`src/rtl/hyperram_pattern_tester.sv`:
```
// Pattern write/read-back tester for the HyperRAM controller's user command port.
// Writes an additive pattern sequence to consecutive word addresses, then reads and compares.
module hyperram_pattern_tester #(
  parameter int unsigned ADDR_WIDTH     = 22,
  parameter int unsigned WORD_COUNT     = 16,
  parameter logic [31:0] SEED           = 32'h00000000,
  parameter int unsigned TIMEOUT_CYCLES = 1024
) (
  input  logic                  userClock,
  input  logic                  reset,
  input  logic                  start,
  input  logic [ADDR_WIDTH-1:0] baseAddress,
  output logic                  commandEnable,
  output logic                  commandRead,
  output logic [ADDR_WIDTH-1:0] commandAddress,
  output logic [31:0]           writeData,
  input  logic                  controllerBusy,
  input  logic                  readDataValid,
  input  logic [31:0]           readData,
  output logic [31:0]           readReg,
  output logic                  testBusy,
  output logic                  done,
  output logic                  pass,
  output logic                  timeout,
  output logic [15:0]           errorCount,
  output logic [ADDR_WIDTH-1:0] firstErrorAddress
);

  localparam int unsigned TW       = $clog2(TIMEOUT_CYCLES + 1);
  localparam logic [31:0] PAT_STEP = 32'h9E3779B9;
  localparam logic [15:0] IDX_LAST = 16'(WORD_COUNT - 1);

  typedef enum logic [2:0] {
    S_IDLE,
    S_ARM,
    S_WR_ISSUE,
    S_WR_WAIT,
    S_RD_ISSUE,
    S_RD_WAIT,
    S_DONE
  } state_t;

  state_t                state_q, state_d;
  logic [15:0]           idx_q, idx_d;
  logic [31:0]           pat_q, pat_d;
  logic [ADDR_WIDTH-1:0] addr_q, addr_d;
  logic [ADDR_WIDTH-1:0] base_q, base_d;
  logic [31:0]           wdata_q, wdata_d;
  logic [TW-1:0]         tmo_q, tmo_d;
  logic [15:0]           err_q, err_d;
  logic [ADDR_WIDTH-1:0] ferr_q, ferr_d;
  logic                  tout_q, tout_d;
  logic                  got_q, got_d;
  logic [31:0]           rreg_q, rreg_d;

  logic last_word;
  logic guard;
  logic expired;

  // tmo_q counts cycles since the last issue, so 1 marks the first (guard) wait cycle.
  assign last_word = (idx_q == IDX_LAST);
  assign guard     = (tmo_q == TW'(1));
  assign expired   = (32'(tmo_q) + 32'd1) >= 32'(TIMEOUT_CYCLES);

  always_comb begin
    state_d = state_q;
    idx_d   = idx_q;
    pat_d   = pat_q;
    addr_d  = addr_q;
    base_d  = base_q;
    wdata_d = wdata_q;
    tmo_d   = tmo_q;
    err_d   = err_q;
    ferr_d  = ferr_q;
    tout_d  = tout_q;
    got_d   = got_q;
    rreg_d  = rreg_q;

    if (readDataValid) rreg_d = readData;

    case (state_q)
      S_IDLE, S_DONE: begin
        if (start) begin
          idx_d  = '0;
          pat_d  = SEED;
          addr_d = baseAddress;
          base_d = baseAddress;
          err_d  = '0;
          ferr_d = '0;
          tout_d = 1'b0;
          got_d  = 1'b0;
          tmo_d  = TW'(1);
          if (controllerBusy) begin
            state_d = S_ARM;
          end else begin
            wdata_d = SEED;
            state_d = S_WR_ISSUE;
          end
        end
      end
      S_ARM: begin
        tmo_d = tmo_q + TW'(1);
        if (!controllerBusy) begin
          wdata_d = pat_q;
          state_d = S_WR_ISSUE;
        end else if (expired) begin
          tout_d  = 1'b1;
          state_d = S_DONE;
        end
      end
      S_WR_ISSUE: begin
        tmo_d   = TW'(1);
        state_d = S_WR_WAIT;
      end
      S_WR_WAIT: begin
        tmo_d = tmo_q + TW'(1);
        if (!guard && !controllerBusy) begin
          if (last_word) begin
            idx_d   = '0;
            pat_d   = SEED;
            addr_d  = base_q;
            got_d   = 1'b0;
            state_d = S_RD_ISSUE;
          end else begin
            idx_d   = idx_q + 16'd1;
            pat_d   = pat_q + PAT_STEP;
            addr_d  = addr_q + ADDR_WIDTH'(2);
            wdata_d = pat_q + PAT_STEP;
            state_d = S_WR_ISSUE;
          end
        end else if (expired) begin
          tout_d  = 1'b1;
          state_d = S_DONE;
        end
      end
      S_RD_ISSUE: begin
        tmo_d   = TW'(1);
        got_d   = 1'b0;
        state_d = S_RD_WAIT;
      end
      S_RD_WAIT: begin
        tmo_d = tmo_q + TW'(1);
        if (readDataValid && !got_q) begin
          got_d = 1'b1;
          if (readData != pat_q) begin
            if (err_q != '1) err_d = err_q + 16'd1;
            if (err_q == '0) ferr_d = addr_q;
          end
        end
        // Strobe and busy release may land in the same cycle; both are honoured here.
        if ((got_q || readDataValid) && !guard && !controllerBusy) begin
          got_d = 1'b0;
          if (last_word) begin
            state_d = S_DONE;
          end else begin
            idx_d   = idx_q + 16'd1;
            pat_d   = pat_q + PAT_STEP;
            addr_d  = addr_q + ADDR_WIDTH'(2);
            state_d = S_RD_ISSUE;
          end
        end else if (expired) begin
          tout_d  = 1'b1;
          state_d = S_DONE;
        end
      end
      default: state_d = S_IDLE;
    endcase
  end

  always_ff @(posedge userClock) begin
    if (reset) begin
      state_q <= S_IDLE;
      idx_q   <= '0;
      pat_q   <= '0;
      addr_q  <= '0;
      base_q  <= '0;
      wdata_q <= '0;
      tmo_q   <= '0;
      err_q   <= '0;
      ferr_q  <= '0;
      tout_q  <= 1'b0;
      got_q   <= 1'b0;
      rreg_q  <= '0;
    end else begin
      state_q <= state_d;
      idx_q   <= idx_d;
      pat_q   <= pat_d;
      addr_q  <= addr_d;
      base_q  <= base_d;
      wdata_q <= wdata_d;
      tmo_q   <= tmo_d;
      err_q   <= err_d;
      ferr_q  <= ferr_d;
      tout_q  <= tout_d;
      got_q   <= got_d;
      rreg_q  <= rreg_d;
    end
  end

  assign commandEnable     = (state_q == S_WR_ISSUE) || (state_q == S_RD_ISSUE);
  assign commandRead       = (state_q == S_RD_ISSUE);
  assign commandAddress    = addr_q;
  assign writeData         = wdata_q;
  assign readReg           = rreg_q;
  assign testBusy          = (state_q != S_IDLE) && (state_q != S_DONE);
  assign done              = (state_q == S_DONE);
  assign pass              = (state_q == S_DONE) && (err_q == '0) && !tout_q;
  assign timeout           = tout_q;
  assign errorCount        = err_q;
  assign firstErrorAddress = ferr_q;

endmodule

```
`config.mk`:
```
export PLATFORM = sky130hd
export DESIGN_NAME = hyperram_pattern_tester
export DESIGN_NICKNAME = d
export VERILOG_FILES = /design/src/rtl/hyperram_pattern_tester.sv
export SDC_FILE = /design/constraint.sdc
export NUM_CORES = 1
export LEC_CHECK = 0
export BUFFER_PORTS_ARGS = -buffer_cell sky130_fd_sc_hd__buf_2
export CAP_MARGIN = 20
export CORE_MARGIN = 5
export CORE_UTILIZATION = 45
export DETAILED_ROUTE_END_ITERATION = 10
export PLACE_DENSITY = 0.66
export SETUP_SLACK_MARGIN = 0.1
export SLEW_MARGIN = 10
export SYNTH_ARGS = -nofsm -noshare
export SYNTH_HDL_FRONTEND = slang
export SYNTH_SLANG_ARGS = --single-unit
```
`constraint.sdc`:
```
create_clock -name userClock -period 4 [get_ports userClock]
set_input_delay 0.2 -clock userClock [delete_from_list [all_inputs] [get_ports userClock]]
set_output_delay 0.2 -clock userClock [all_outputs]
set_load 0.01 [all_outputs]
```
---- Yosys cells after proc, flatten, opt, wreduce, memory -nomap -nowiden ----
Index checks and enable logic that the tools add are counted.
operators by class
  $add $sub $neg .......................... 6
  $lt $le $gt $ge ......................... 1
  equality and inequality tests ........... 27
  muxes and demuxes ....................... 54
  reductions and logical operators ........ 33
operators with widths
  kind                                                                 number
  2-to-1 mux 32 bit                                                    9
  2-to-1 mux 22 bit                                                    9
  one-hot mux 32 bit (3 select lines)                                  2
  2-to-1 mux 16 bit                                                    8
  one-hot mux 22 bit (3 select lines)                                  1
  one-hot mux 16 bit (3 select lines)                                  1
  one-hot mux 22 bit (2 select lines)                                  1
  one-hot mux 11 bit (3 select lines)                                  1
  adder 16 x 1 -> 16 bit, second input constant                        2
  adder 32 bit, second input constant                                  1
  != test 32 bit                                                       1
  one-hot mux 16 bit (2 select lines)                                  1
  != test 2 bit, second input constant                                 15
  AND reduction 5 bit                                                  5
  adder 22 x 2 -> 22 bit, second input constant                        1
  2-to-1 mux 3 bit                                                     6
  one-hot mux 3 bit (6 select lines)                                   1
  == test 16 x 4 -> 1 bit, second input constant                       1
  logical NOT 16 bit                                                   1
  != test 16 bit, second input constant                                1
  adder 11 x 1 -> 12 bit, second input constant                        1
  greater-or-equal comparator 12 x 11 -> 1 bit, second input constant  1
  nonzero test 3 bit                                                   4
  adder 11 x 1 -> 11 bit, second input constant                        1
  other kinds (19)                                                     46
storage, ports and cells
  bits in registers ....................... 210
  input bits .............................. 59
  output and inout port bits .............. 130
  word-level logic and storage cells ...... 133

---- Longest topological paths before layout ----
  depth in word-level cells ............... 6
  mapped depth ............................ 10
  gate-level depth less buffers ........... 7

---- Worst setup path before layout ----
No wires, ideal clock.
  path kind ............................... register to register
  from .................................... reg pat_q[1]
  to ...................................... reg pat_q[26]
  setup time .............................. 0.070 ns
  arrival time ............................ 2.220 ns
  data required time ...................... 3.930 ns
  slack ................................... 1.709 ns
  stages on the path, launching flop included .. 7
  path buffers ............................ 0
  period minus slack after synthesis ...... 2.291 ns
  cell sequence ........................... dfxtp_1 ha_1 a2111o_1 o21ai_0 a21boi_0 or4_1 a21oi_1
between the ends
  cells in the longest elaborated chain, start to end .. 4
  elaborated cells between the ends (all ways) .. 6
  those cells by class .................... 1 x add/sub; 5 x mux
ends and longest elaborated chain
  what                                         RTL line  text
  from (decl)                                  45        logic [31:0] pat_q, pat_d;
  from (signal assigned)                       187       pat_q <= pat_d;
  adder 32 bit (*)                             126, 157
  2-to-1 mux 32 bit, on equally long branches  153, 118
  2-to-1 mux 32 bit, on equally long branches  151, 117
  one-hot mux 32 bit (3 select lines) (*)      81        case (state_q)
Mark *: on every way between the ends. The rest lies on a longest branch, timed or not. The select of a mux whose other input is x is not followed.
A chain may end at the register's enable or synchronous reset.

---- Worst setup path after layout ----
  from .................................... reg pat_q[6]
  to ...................................... reg ferr_q[9] (netlist: firstErrorAddress[9])
between the ends
  cells in the longest elaborated chain, start to end .. 3
ends and longest elaborated chain
  what                           RTL line  text
  != test 32 bit                 145       if (readData != pat_q) begin
  != test 2 bit (no line)        n/a
  AND reduction 5 bit (no line)  n/a
  to (signal assigned)           193       ferr_q <= ferr_d;
  to (decl)                      51        logic [ADDR_WIDTH-1:0] ferr_q, ferr_d;
Every way passes these cells.

==> impl_metrics.yaml <==
run_status:
  outcome: "finished clean"
logic_synthesis:
  ys_ff_latch: 210
  ys_seq_area_share_pct: 38.9
  synth.distinct_cells: 74
  syn_avg_cell_area_um2: 8.10
  synth.most_common_cell: "dfxtp_1"
  yosys-top-cells-area: "dfxtp_1, nand2_1, a21oi_1, xor2_1, nor2_1"
  ys.flop_type: "dfxtp_1"
  synth_top_area_share_pct: 38.9
  async_reset_ff_share_pct: 0
  synth_top_cell_by_area: "dfxtp_1"
  synth_common_cells: "dfxtp_1, nand2_1, nor2_1, a21oi_1, clkbuf_1"
  syn_inst: 1333
  synth_fp_nets: 1399
  netlist_area_mm2: 0.0108
  synth-edff-count: 0
  yosys_warnings: 0
clock_tree:
  cts_num_sinks: 210
  cts.reportedPaths.clkPinSlew_ps: 60
  root_buffer: "clkbuf_16"
  cts_buffers: 24
  htreeDepth: 1
  post-cts-setup-buffers: 0
  hold_buffers: 52
  cts.repair.resized: 0
  clk_latency_ps: 520
  clockBufferDepth: 3
  tritoncts: "done"
placed_design:
  gp_congestion: 0.893
  dpl.hpwl_um: 22400
  numPortBuffers: 188
  place_worst_setup_slack_ps: 848
global_routing:
  grt_pass1_wl_um: 52600
  grt_overflow: 0
  grt_pass1_vias: 9929
  grt_max_degree: 162
  antenna_found_initial: 1
  grt_use_total_pct: 23.7
setup_path:
  slowest_stage: "or3_1"
  r2r_cells: 7
  arrival_ps: 3550
  reg2reg_setup_slack_ps: 810
  worst-path-max-fanout: 22
  cp-end-kind: "register"
  worstPathCellList: "xor2_1 > nor4_1 > nand4_1 > nor2_1 > buf_4 > or3_1 > o32ai_1"
  cp_slowest_stage_delay_ps: 670
  worst-endpoint-required_ps: 4350
  cp-start-kind: "register"
  crit_type: "reg -> reg"
detailed_routing:
  met1_length_um: 15100
  wl_met3_um: 2250
  wl_um: 33500
  dr.pass1.iters: 5
  drt_iter0_drc: 891
  num_vias: 10600
  wl_per_cell_um: 18.1
  wl_met2_um: 15300
  via_per_inst: 5.74
  drtAntennaViolNets: 0
  top_layer: "met4"
  drcViolationCount: 0
power_and_ir_drop:
  ir_worst_vdd_mv: 0.386
  p_per_area_mw_per_mm2: 394
  leakagePower_nw: 5.17
flow_run:
  max-cap-violations: 0
cells_and_area:
  fill_cells: 2208
  final_layout_size_suffix_gt1_share_pct: 17.3
  areaGrowthSynthToFinish_pct: 22.2
  fin_nets: 1582
floorplan:
  chipWidth_um: 165
  die_y_um: 165
  die_area_mm2: 0.0272
  initial_core_util_pct: 45.9
  pin_count: 189
  fp.coreArea_mm2: 0.0235
  rows: 56
hold_path:
  hp-class: "in -> reg"
  hold_depth: 3
sta:
  max_freq_mhz: 313
  slew_headroom_pct: 32.1
  fin_crit_sh_pct: 79.9
  fin_crit_ps: 3190
  rsz0062_at_grt: "false"
  final.setup_skew_ps: 11.9
  fin_tns_setup_ps: 0
  final_hold_viol_count: 0
  worst_slack_ps: 805
  worstMarginPinSlew_ps: 1020
  final_max_slew_viol_count: 0
  setup_viol: 0
-- per-layer routing --
| metal | vias to the layer above | global-route usage, % |
|---|---|---|
| met5 | - | 0 |
| met4 | 0 | 6.09 |
| li1 | 5190 | - |
| met1 | 5002 | 32.5 |
| met2 | 378 | 38.7 |
| met3 | 51 | 3.99 |
-- sequential cells by signal (all words and copies together) (netlist names) --
name / flops
firstErrorAddress: 22
errorCount: 16
commandAddress: 22
idx_q: 16
pat_q: 32
readReg: 32
tmo_q: 11
got_q: 1
state_q: 3
writeData: 32
timeout: 1
base_q: 22
-- path summary, 6_finish.rpt --
kind / start / to
setup / recovery: pat_q[6]$_SDFFE_PP0P_ / firstErrorAddress[9]$_SDFFE_PP0P_
hold / removal: readData[5] / readReg[5]$_SDFFE_PP0P_
setup reg to reg: pat_q[6]$_SDFFE_PP0P_ / firstErrorAddress[9]$_SDFFE_PP0P_
hold reg to reg: writeData[15]$_SDFFE_PP0P_ / writeData[15]$_SDFFE_PP0P_
-- kinds of logic after synthesis --
family,Yosys count,share of synthesized area (%)
compound gates,331,20.8
xor+xnor,85,6.89
fa+ha+maj,7,0.811
buf+inv,142,5.42
flops,210,38.9
mux,39,3.64
simple gates,519,23.5
-- through the flow --
step	hold slack [ps]	area [µm²]	power (mW)	std cells	util, %
finish	7.78	13200	5.20	1850	56.1
global placement	439	11900	2.93	1757	50.4
global route	9.33	13200	5.40	1850	56.1
CTS	0.977	13200	5.22	1849	56.1
detailed placement	441	11900	2.94	1757	50.4
floorplan	336	10800	2.70	1333	-
-- worst max-delay path, delay by kind of cell, from the launching register on --
family | cells | cell delay [ps]
buffers and inverters | 1 | 220
XOR/XNOR | 1 | 160
AO/OA/AOI/OAI | 1 | 220
AND/OR/NAND/NOR | 4 | 1830
flip-flops | 1 | 570
-- layout by cell type (no fill, tap or decap), types with 27 or more instances in the layout --
| master | n |
|---|---|
| xor2_1 | 56 |
| nor4_1 | 31 |
| xnor2_1 | 29 |
| o32ai_1 | 30 |
| o21ai_0 | 64 |
| nor2_1 | 115 |
| nand3_1 | 53 |
| nand4_1 | 27 |
| buf_2 | 187 |
| nor3_1 | 40 |
| dlygate4sd3_1 | 52 |
| inv_1 | 40 |
| dfxtp_1 | 210 |
| a21oi_1 | 98 |
| nand2_1 | 160 |
| mux2i_1 | 37 |
-- cell type report --
type                       count  area, µm²  share of cell area [%]
sequential                   210       4200                    31.9
clock buffer                  33        716                    5.42
timing repair buffer         258       1610                    12.2
multi-input combinational    981       6020                    45.6
inverter                      41        154                    1.17
antenna                        1       2.50                  0.0190
tap                          319        399                    3.02
clock inverter                 7       92.6                   0.701
-- power by group --
group | leakage, nW | total [mW] | switching (mW) | internal (mW)
logic | 3.07 | 0.690 | 0.436 | 0.254
registers | 1.71 | 2.25 | 0.0845 | 2.17
clock network | 0.390 | 2.26 | 0.889 | 1.37
Power figures use the tool's default switching activity.
